[src/rtl/data_mem_access_ctrl.sv]
// Load/store initiator for a word-wide data memory; sub-word stores are read-modify-write.
// Optional build macro MISALIGN_TRAP_EN: trap misaligned/illegal requests instead of aligning them down.
module data_mem_access_ctrl #(
   parameter int ADDR_W     = 32,
   parameter int DATA_W     = 32,
   parameter int RD_LATENCY = 1
) (
   input  logic              clk,
   input  logic              reset,
   input  logic              req_valid,
   output logic              req_ready,
   input  logic              req_write,
   input  logic [1:0]        req_size,
   input  logic              req_signed,
   input  logic [ADDR_W-1:0] req_addr,
   input  logic [DATA_W-1:0] req_wdata,
   output logic              rsp_valid,
   input  logic              rsp_ready,
   output logic [DATA_W-1:0] rsp_rdata,
   output logic              rsp_err,
   output logic              memRead,
   output logic              memWrite,
   output logic [ADDR_W-1:0] address,
   output logic [DATA_W-1:0] writeData,
   input  logic [DATA_W-1:0] readData
);
   typedef enum logic [1:0] {IDLE, RD, WR, RESP} state_t;

   localparam logic [1:0] LAST = 2'(RD_LATENCY - 1);

   state_t            state_q, state_d;
   logic              write_q, write_d;
   logic [1:0]        size_q, size_d;
   logic              sgn_q, sgn_d;
   logic [ADDR_W-1:0] addr_q, addr_d;
   logic [DATA_W-1:0] sdata_q, sdata_d;
   logic [DATA_W-1:0] wdata_q, wdata_d;
   logic [DATA_W-1:0] rdata_q, rdata_d;
   logic              err_q, err_d;
   logic [1:0]        cnt_q, cnt_d;

   logic [7:0]        rbyte;
   logic [15:0]       rhalf;
   logic [DATA_W-1:0] load_ext, merged;

   assign req_ready = (state_q == IDLE);
   assign rsp_valid = (state_q == RESP);
   assign memRead   = (state_q == RD);
   assign memWrite  = (state_q == WR);
   assign address   = {addr_q[ADDR_W-1:2], 2'b00};
   assign writeData = wdata_q;
   assign rsp_rdata = rdata_q;
   assign rsp_err   = err_q;

   // Lane extraction / merge are little-endian; size 11 falls through as a full word.
   always_comb begin
      rbyte    = readData[{addr_q[1:0], 3'b000} +: 8];
      rhalf    = addr_q[1] ? readData[31:16] : readData[15:0];
      load_ext = readData;
      merged   = readData;
      case (size_q)
         2'b00: begin
            load_ext = {{24{sgn_q & rbyte[7]}}, rbyte};
            merged[{addr_q[1:0], 3'b000} +: 8] = sdata_q[7:0];
         end
         2'b01: begin
            load_ext = {{16{sgn_q & rhalf[15]}}, rhalf};
            if (addr_q[1]) merged[31:16] = sdata_q[15:0];
            else           merged[15:0]  = sdata_q[15:0];
         end
         default: ;
      endcase
   end

`ifdef MISALIGN_TRAP_EN
   logic mis;
   assign mis = (req_size == 2'b11) ||
                (req_size == 2'b01 && req_addr[0]) ||
                (req_size == 2'b10 && req_addr[1:0] != 2'b00);
`endif

   always_comb begin
      state_d = state_q;
      write_d = write_q;
      size_d  = size_q;
      sgn_d   = sgn_q;
      addr_d  = addr_q;
      sdata_d = sdata_q;
      wdata_d = wdata_q;
      rdata_d = rdata_q;
      err_d   = err_q;
      cnt_d   = cnt_q;
      case (state_q)
         IDLE: if (req_valid) begin
            write_d = req_write;
            size_d  = req_size;
            sgn_d   = req_signed;
            addr_d  = req_addr;
            sdata_d = req_wdata;
            wdata_d = req_wdata;
            rdata_d = '0;
            err_d   = 1'b0;
            cnt_d   = '0;
            if (!req_write)           state_d = RD;
            else if (req_size[1])     state_d = WR;
            else                      state_d = RD;
`ifdef MISALIGN_TRAP_EN
            if (mis) begin
               err_d   = 1'b1;
               state_d = RESP;
            end
`endif
         end
         RD: begin
            if (cnt_q == LAST) begin
               if (write_q) begin
                  wdata_d = merged;
                  state_d = WR;
               end else begin
                  rdata_d = load_ext;
                  state_d = RESP;
               end
            end else begin
               cnt_d = cnt_q + 2'd1;
            end
         end
         WR:   state_d = RESP;
         RESP: if (rsp_ready) state_d = IDLE;
         default: state_d = IDLE;
      endcase
   end

   always_ff @(posedge clk or posedge reset) begin
      if (reset) begin
         state_q <= IDLE;
         write_q <= 1'b0;
         size_q  <= '0;
         sgn_q   <= 1'b0;
         addr_q  <= '0;
         sdata_q <= '0;
         wdata_q <= '0;
         rdata_q <= '0;
         err_q   <= 1'b0;
         cnt_q   <= '0;
      end else begin
         state_q <= state_d;
         write_q <= write_d;
         size_q  <= size_d;
         sgn_q   <= sgn_d;
         addr_q  <= addr_d;
         sdata_q <= sdata_d;
         wdata_q <= wdata_d;
         rdata_q <= rdata_d;
         err_q   <= err_d;
         cnt_q   <= cnt_d;
      end
   end
endmodule

[config.mk]
export PLATFORM = sky130hd
export DESIGN_NAME = data_mem_access_ctrl
export DESIGN_NICKNAME = d
export VERILOG_FILES = /design/src/rtl/data_mem_access_ctrl.sv
export SDC_FILE = /design/constraint.sdc
export NUM_CORES = 1
export LEC_CHECK = 0
export CAP_MARGIN = 20
export CORE_MARGIN = 4
export CORE_UTILIZATION = 40
export DETAILED_ROUTE_END_ITERATION = 8
export GPL_TIMING_DRIVEN = 0
export MAX_ROUTING_LAYER = met4
export PLACE_DENSITY = 0.8
export SLEW_MARGIN = 25
export SYNTH_ARGS = -nofsm -noshare
export SYNTH_HDL_FRONTEND = slang
export SYNTH_SLANG_ARGS = --single-unit
export TNS_END_PERCENT = 100
[constraint.sdc]
create_clock -name clk -period 4.9 [get_ports clk]
set_input_delay 0.98 -clock clk [delete_from_list [all_inputs] [get_ports clk]]
set_output_delay 0.98 -clock clk [all_outputs]
set_load 0.01 [all_outputs]
Word level (Yosys, flattened, before mapping)
Cells that the tools add are included.
{"block": "op_classes", "add_sub_neg": 2, "n_eq_ne": 10, "shift": 3, "n_mux": 24, "n_bitwise": 2, "reduce_logical": 9}
{"cell": "32-bit one-hot mux with 2 select lines", "n": 4}
{"cell": "32-bit two-way mux", "n": 6}
{"cell": "16-bit two-way mux", "n": 3}
{"cell": "32-bit bitwise mux", "n": 1}
{"cell": "8-bit by 7-bit variable shift with 32-bit output (first input constant)", "n": 1}
{"cell": "32-bit by 6-bit variable part select with 8-bit output", "n": 1}
{"cell": "8-bit by 7-bit variable part select with 32-bit output", "n": 1}
{"cell": "2-bit two-way mux", "n": 7}
{"cell": "2-bit one-hot mux with 4 select lines", "n": 1}
{"cell": "4-bit AND reduction", "n": 2}
{"cell": "5-bit negator with 7-bit output", "n": 1}
{"cell": "2-bit zero test", "n": 3}
{"cell": "2-bit by 1-bit != test with 1-bit output (second input constant)", "n": 3}
{"cell": "2-bit != test (second input constant)", "n": 3}
{"cell": "3-bit AND reduction", "n": 2}
{"cell": "2-bit by 1-bit equality test with 1-bit output (second input constant)", "n": 2}
{"cell": "2-bit equality test (second input constant)", "n": 2}
{"cell": "2-bit one-hot mux with 2 select lines", "n": 1}
{"cell": "2-bit by 1-bit adder with 2-bit output (second input constant)", "n": 1}
{"cell": "1-bit bitwise AND", "n": 2}
{"cell": "2-bit AND reduction", "n": 1}
{"cell": "2-bit nonzero test", "n": 1}
{"cell": "1-bit two-way mux", "n": 1}
{"block": "totals", "regBits": 120, "input_bits": 104, "output_inout_bits": 101, "elab_cells": 59}

Longest topological paths before layout
{"block": "depth", "ltp_word": 7, "depth_mapped": 9}

Least setup slack after synthesis
Ideal clock, no wire load.
{"block": "synth_timing", "path_type": "reg2reg", "startpoint": "register addr_q[1]", "endpoint": "register wdata_q[27] (netlist: writeData[27])", "setup_ns": 0.129, "t_arrival_ns": 2.039, "t_required_ns": 4.771, "setup_slack_ns": 2.732, "path_stages_with_launch": 8, "n_path_buf": 1, "period_less_slack_ns": 2.168, "cell_sequence": "dfrtp_1 -> buf_4 -> clkinv_1 -> ha_1 -> and4bb_2 -> and2_1 -> a221oi_1 -> o31ai_1"}
{"block": "synth_via", "elab_chain_cells": 7}
{"element": "start, declared", "line_no": "35", "rtl": "logic [ADDR_W-1:0] addr_q, addr_d;"}
{"element": "start signal, assigned", "line_no": "150", "rtl": "addr_q <= addr_d;"}
{"element": "5-bit negator with 7-bit output", "line_no": "64", "rtl": "merged[{addr_q[1:0], 3'b000} +: 8] = sdata_q[7:0];"}
{"element": "8-bit by 7-bit variable part select with 32-bit output / 8-bit by 7-bit variable shift with 32-bit output (equally long branches)", "line_no": "64"}
{"element": "32-bit bitwise mux", "line_no": "64"}
{"element": "32-bit one-hot mux with 2 select lines *", "line_no": "61", "rtl": "case (size_q)"}
{"element": "32-bit two-way mux *", "line_no": "116", "rtl": "if (write_q) begin"}
{"element": "32-bit two-way mux *", "line_no": "115", "rtl": "if (cnt_q == LAST) begin"}
{"element": "32-bit one-hot mux with 2 select lines *", "line_no": "93", "rtl": "case (state_q)"}
{"element": "end signal, assigned", "line_no": "152", "rtl": "wdata_q <= wdata_d;"}
{"element": "end, declared", "line_no": "37", "rtl": "logic [DATA_W-1:0] wdata_q, wdata_d;"}
Mark *: on every way between the ends. The rest lies on a longest branch, timed or not. The select of a mux whose other input is x is not followed.
A chain may end at the register's enable or synchronous reset.

Final worst setup path
{"block": "layout_timing", "startpoint": "register addr_q[1]", "endpoint": "register wdata_q[30] (netlist: writeData[30])"}
Same word-level chain as after synthesis.

==> results.toml <==
[pwr]
p_leak_nw = 4.15
p_per_area_nw_per_um2 = 661
total_power_mw = 6.40
ir_worst_vdd_mv = 0.371

[sta]
finalHoldViolations = 0
slew_violations = 0
tns_ns = 0
fmax_mhz = 338
rsz0062_at_grt = "false"
whs_ns = 0.472
fin_skew_ns = 0.00679
tightest_slew_ns = 0.824
setup_viol = 0
period_share_pct = 60.3
period_needed_ns = 2.95
max_slew_margin_pct = 45.1

[cells_and_area]
final_cell_mix = "clkdlybuf4s50_1 (201), dfrtp_1 (120), nand2_1 (69), nor2_1 (59), mux2_2 (54)"
areaGrowthSynthToFinish_pct = 43.3
nets = 1012
layout.cells.non_filler = 1130
n_fill_cell = 1442
final_common_cell = "clkdlybuf4s50_1"
n_antenna_cell = 0
drive_gt1_share_pct = 19.2

[min_path]
hp-class = "flip-flop to flip-flop"

[route]
wire_per_inst_um = 19.6
drt_wl_total_mm = 22.2
drcViolationCount = 0
drt_iter0_drc = 657
avgViaCountPerCell = 5.49
antenna_left = 0
vias = 6199
first_pass_iters = 6

[synth]
synth_top_area_cell = "dfrtp_1"
synth_area_per_cell_um2 = 10.0
synth_cell_type_count = 59
ys_seq_area_share_pct = 44.4
synth_flop_cell = "dfrtp_1"
synth_area_leaders = "dfrtp_1 (44%), mux2_2 (9.0%), buf_4 (3.9%), nand2_1 (3.8%), nor2_1 (3.3%)"
synth_top_area_share_pct = 44.4
synthCells = 675
yosysWarnings = 0
synth_seq_cells = 120
synthArstFlopShare_pct = 100
synth_edf_count = 0
synthesis.area_um2 = 6760

[floorplanning]
coreArea_um2 = 16600
chipHeight_um = 138
fp.dieArea_um2 = 19000
start_util_pct = 40.7
rows = 47
die_x_um = 138
boundaryPins = 205

[status]
outcome = "finished clean"

[place]
hpwlAfterDp_mm = 16.7
dp.cells = 1099
portBuffers = 201
gp_congestion = 1.00

[clocking]
cts_inserted_buffers = 17
clockBufferDepth = 2
cts_resized = 0
cts_tree = "done"
root_buffer = "clkbuf_16"
cts_setup_buffers = 0
cts_sinks = 120
clock_latency_ns = 0.42
clkTransAtPathRegs_ns = 0.06
htree_levels = 4
cts_hold_buf = 0

[worst_setup_path]
required_ns = 5.17
crit_path_end_kind = "flip-flop"
cp_max_fo = 11
arrival_ns = 3.23
crit_type = "flip-flop to flip-flop"
start_kind = "flip-flop"

[grt]
grt_pass1_wl_mm = 34.1
antenna_found_initial = 0
grt_overflow_total = 0
grt_util_all_layers_pct = 24.3
grt_max_degree = 90
grt_pass1_vias = 6278

[job]
maxCapViolCount = 0
per-stage QoR:
stage | worst slack (ns) | utilization (%) | cell area, um^2
after detailed placement | 1.89 | 54.8 | 9090
after floorplan | 0.734 | - | 6770
final | 1.95 | 58.4 | 9680
after CTS | 2.01 | 58.4 | 9680
after global routing | 1.80 | 58.4 | 9680
after global placement | -1.14 | 54.6 | 9050
layout make-up:
type                            instances  area [um^2]  share of cell area (%)
Multi-Input combinational cell        452         3190                    32.9
Sequential cell                       120         3000                    31.0
Timing Repair Buffer                  202         2040                    21.1
Buffer                                 81          484                    5.00
Clock buffer                           22          474                    4.90
Tap cell                              220          275                    2.84
Clock inverter                          9          123                    1.27
Inverter                               24         97.6                    1.01
critical path, cell delays in order, from the launching register on:
cell	delay, ns
dfrtp_1	0.54
buf_4	0.25
clkinv_1	0.36
ha_1	0.50
and4bb_2	0.31
and3_1	0.20
a211oi_1	0.44
o21ai_0	0.19
registers in the layout (all words and copies together), names as in the netlist:
register and flops:
addr_q 32, rsp_rdata 32, writeData 32, sdata_q 16, cnt_q 2, size_q 2, state_q 2, sgn_q 1
write_q 1
per-layer routing:
metal  up-vias  track usage (%)  part of all wire, %
met2       353             37.7                   45
met4         0             8.62                  3.2
met1      2938             30.7                   41
li1       2850                -                    -
met5         -                -                    0
met3        58             6.82                   10
synthesized netlist by cell type, drive strengths merged (9+ instances only):
library cell,count
mux2,54
dfrtp,120
a221oi,13
clkbuf,21
inv,23
nor2b,20
o31ai,14
a21oi,15
nand2b,11
nor2,59
nand2,69
a22oi,14
a22o,14
a211oi,9
nand3,10
o21ai,57
buf,60
ha,10
where the power goes:
part	total (mW)	switching [mW]	internal (mW)
sequential	1.75	0.328	1.42
clock	1.28	0.446	0.832
combinational	3.37	1.70	1.67
total	6.40	2.48	3.92
cells by family after synthesis:
group	count (synthesis)	share of synthesized area, %
and+or+nand+nor	184	12.4
buffers and inverters	105	8.50
other	1	0.0555
DFF	120	44.4
adders and majority gates	10	1.85
muxes	63	11.3
AOI/OAI and AO/OA	192	21.5
path summary, 6_finish.rpt:
path                                     from            end  slack, ns  cells after the start
worst max register to register      addr_q[1]  writeData[30]       1.95                      7
worst min-delay path            rsp_rdata[17]  rsp_rdata[17]       0.47                      2
worst min register to register  rsp_rdata[17]  rsp_rdata[17]       0.47                      2
min in group asynchronous               reset  rsp_rdata[28]       0.92                      2
worst max-delay path                addr_q[1]  writeData[30]       1.95                      7
max in group asynchronous               reset      addr_q[2]       3.27                      3
Note: power is estimated with default switching activity, not from simulation.
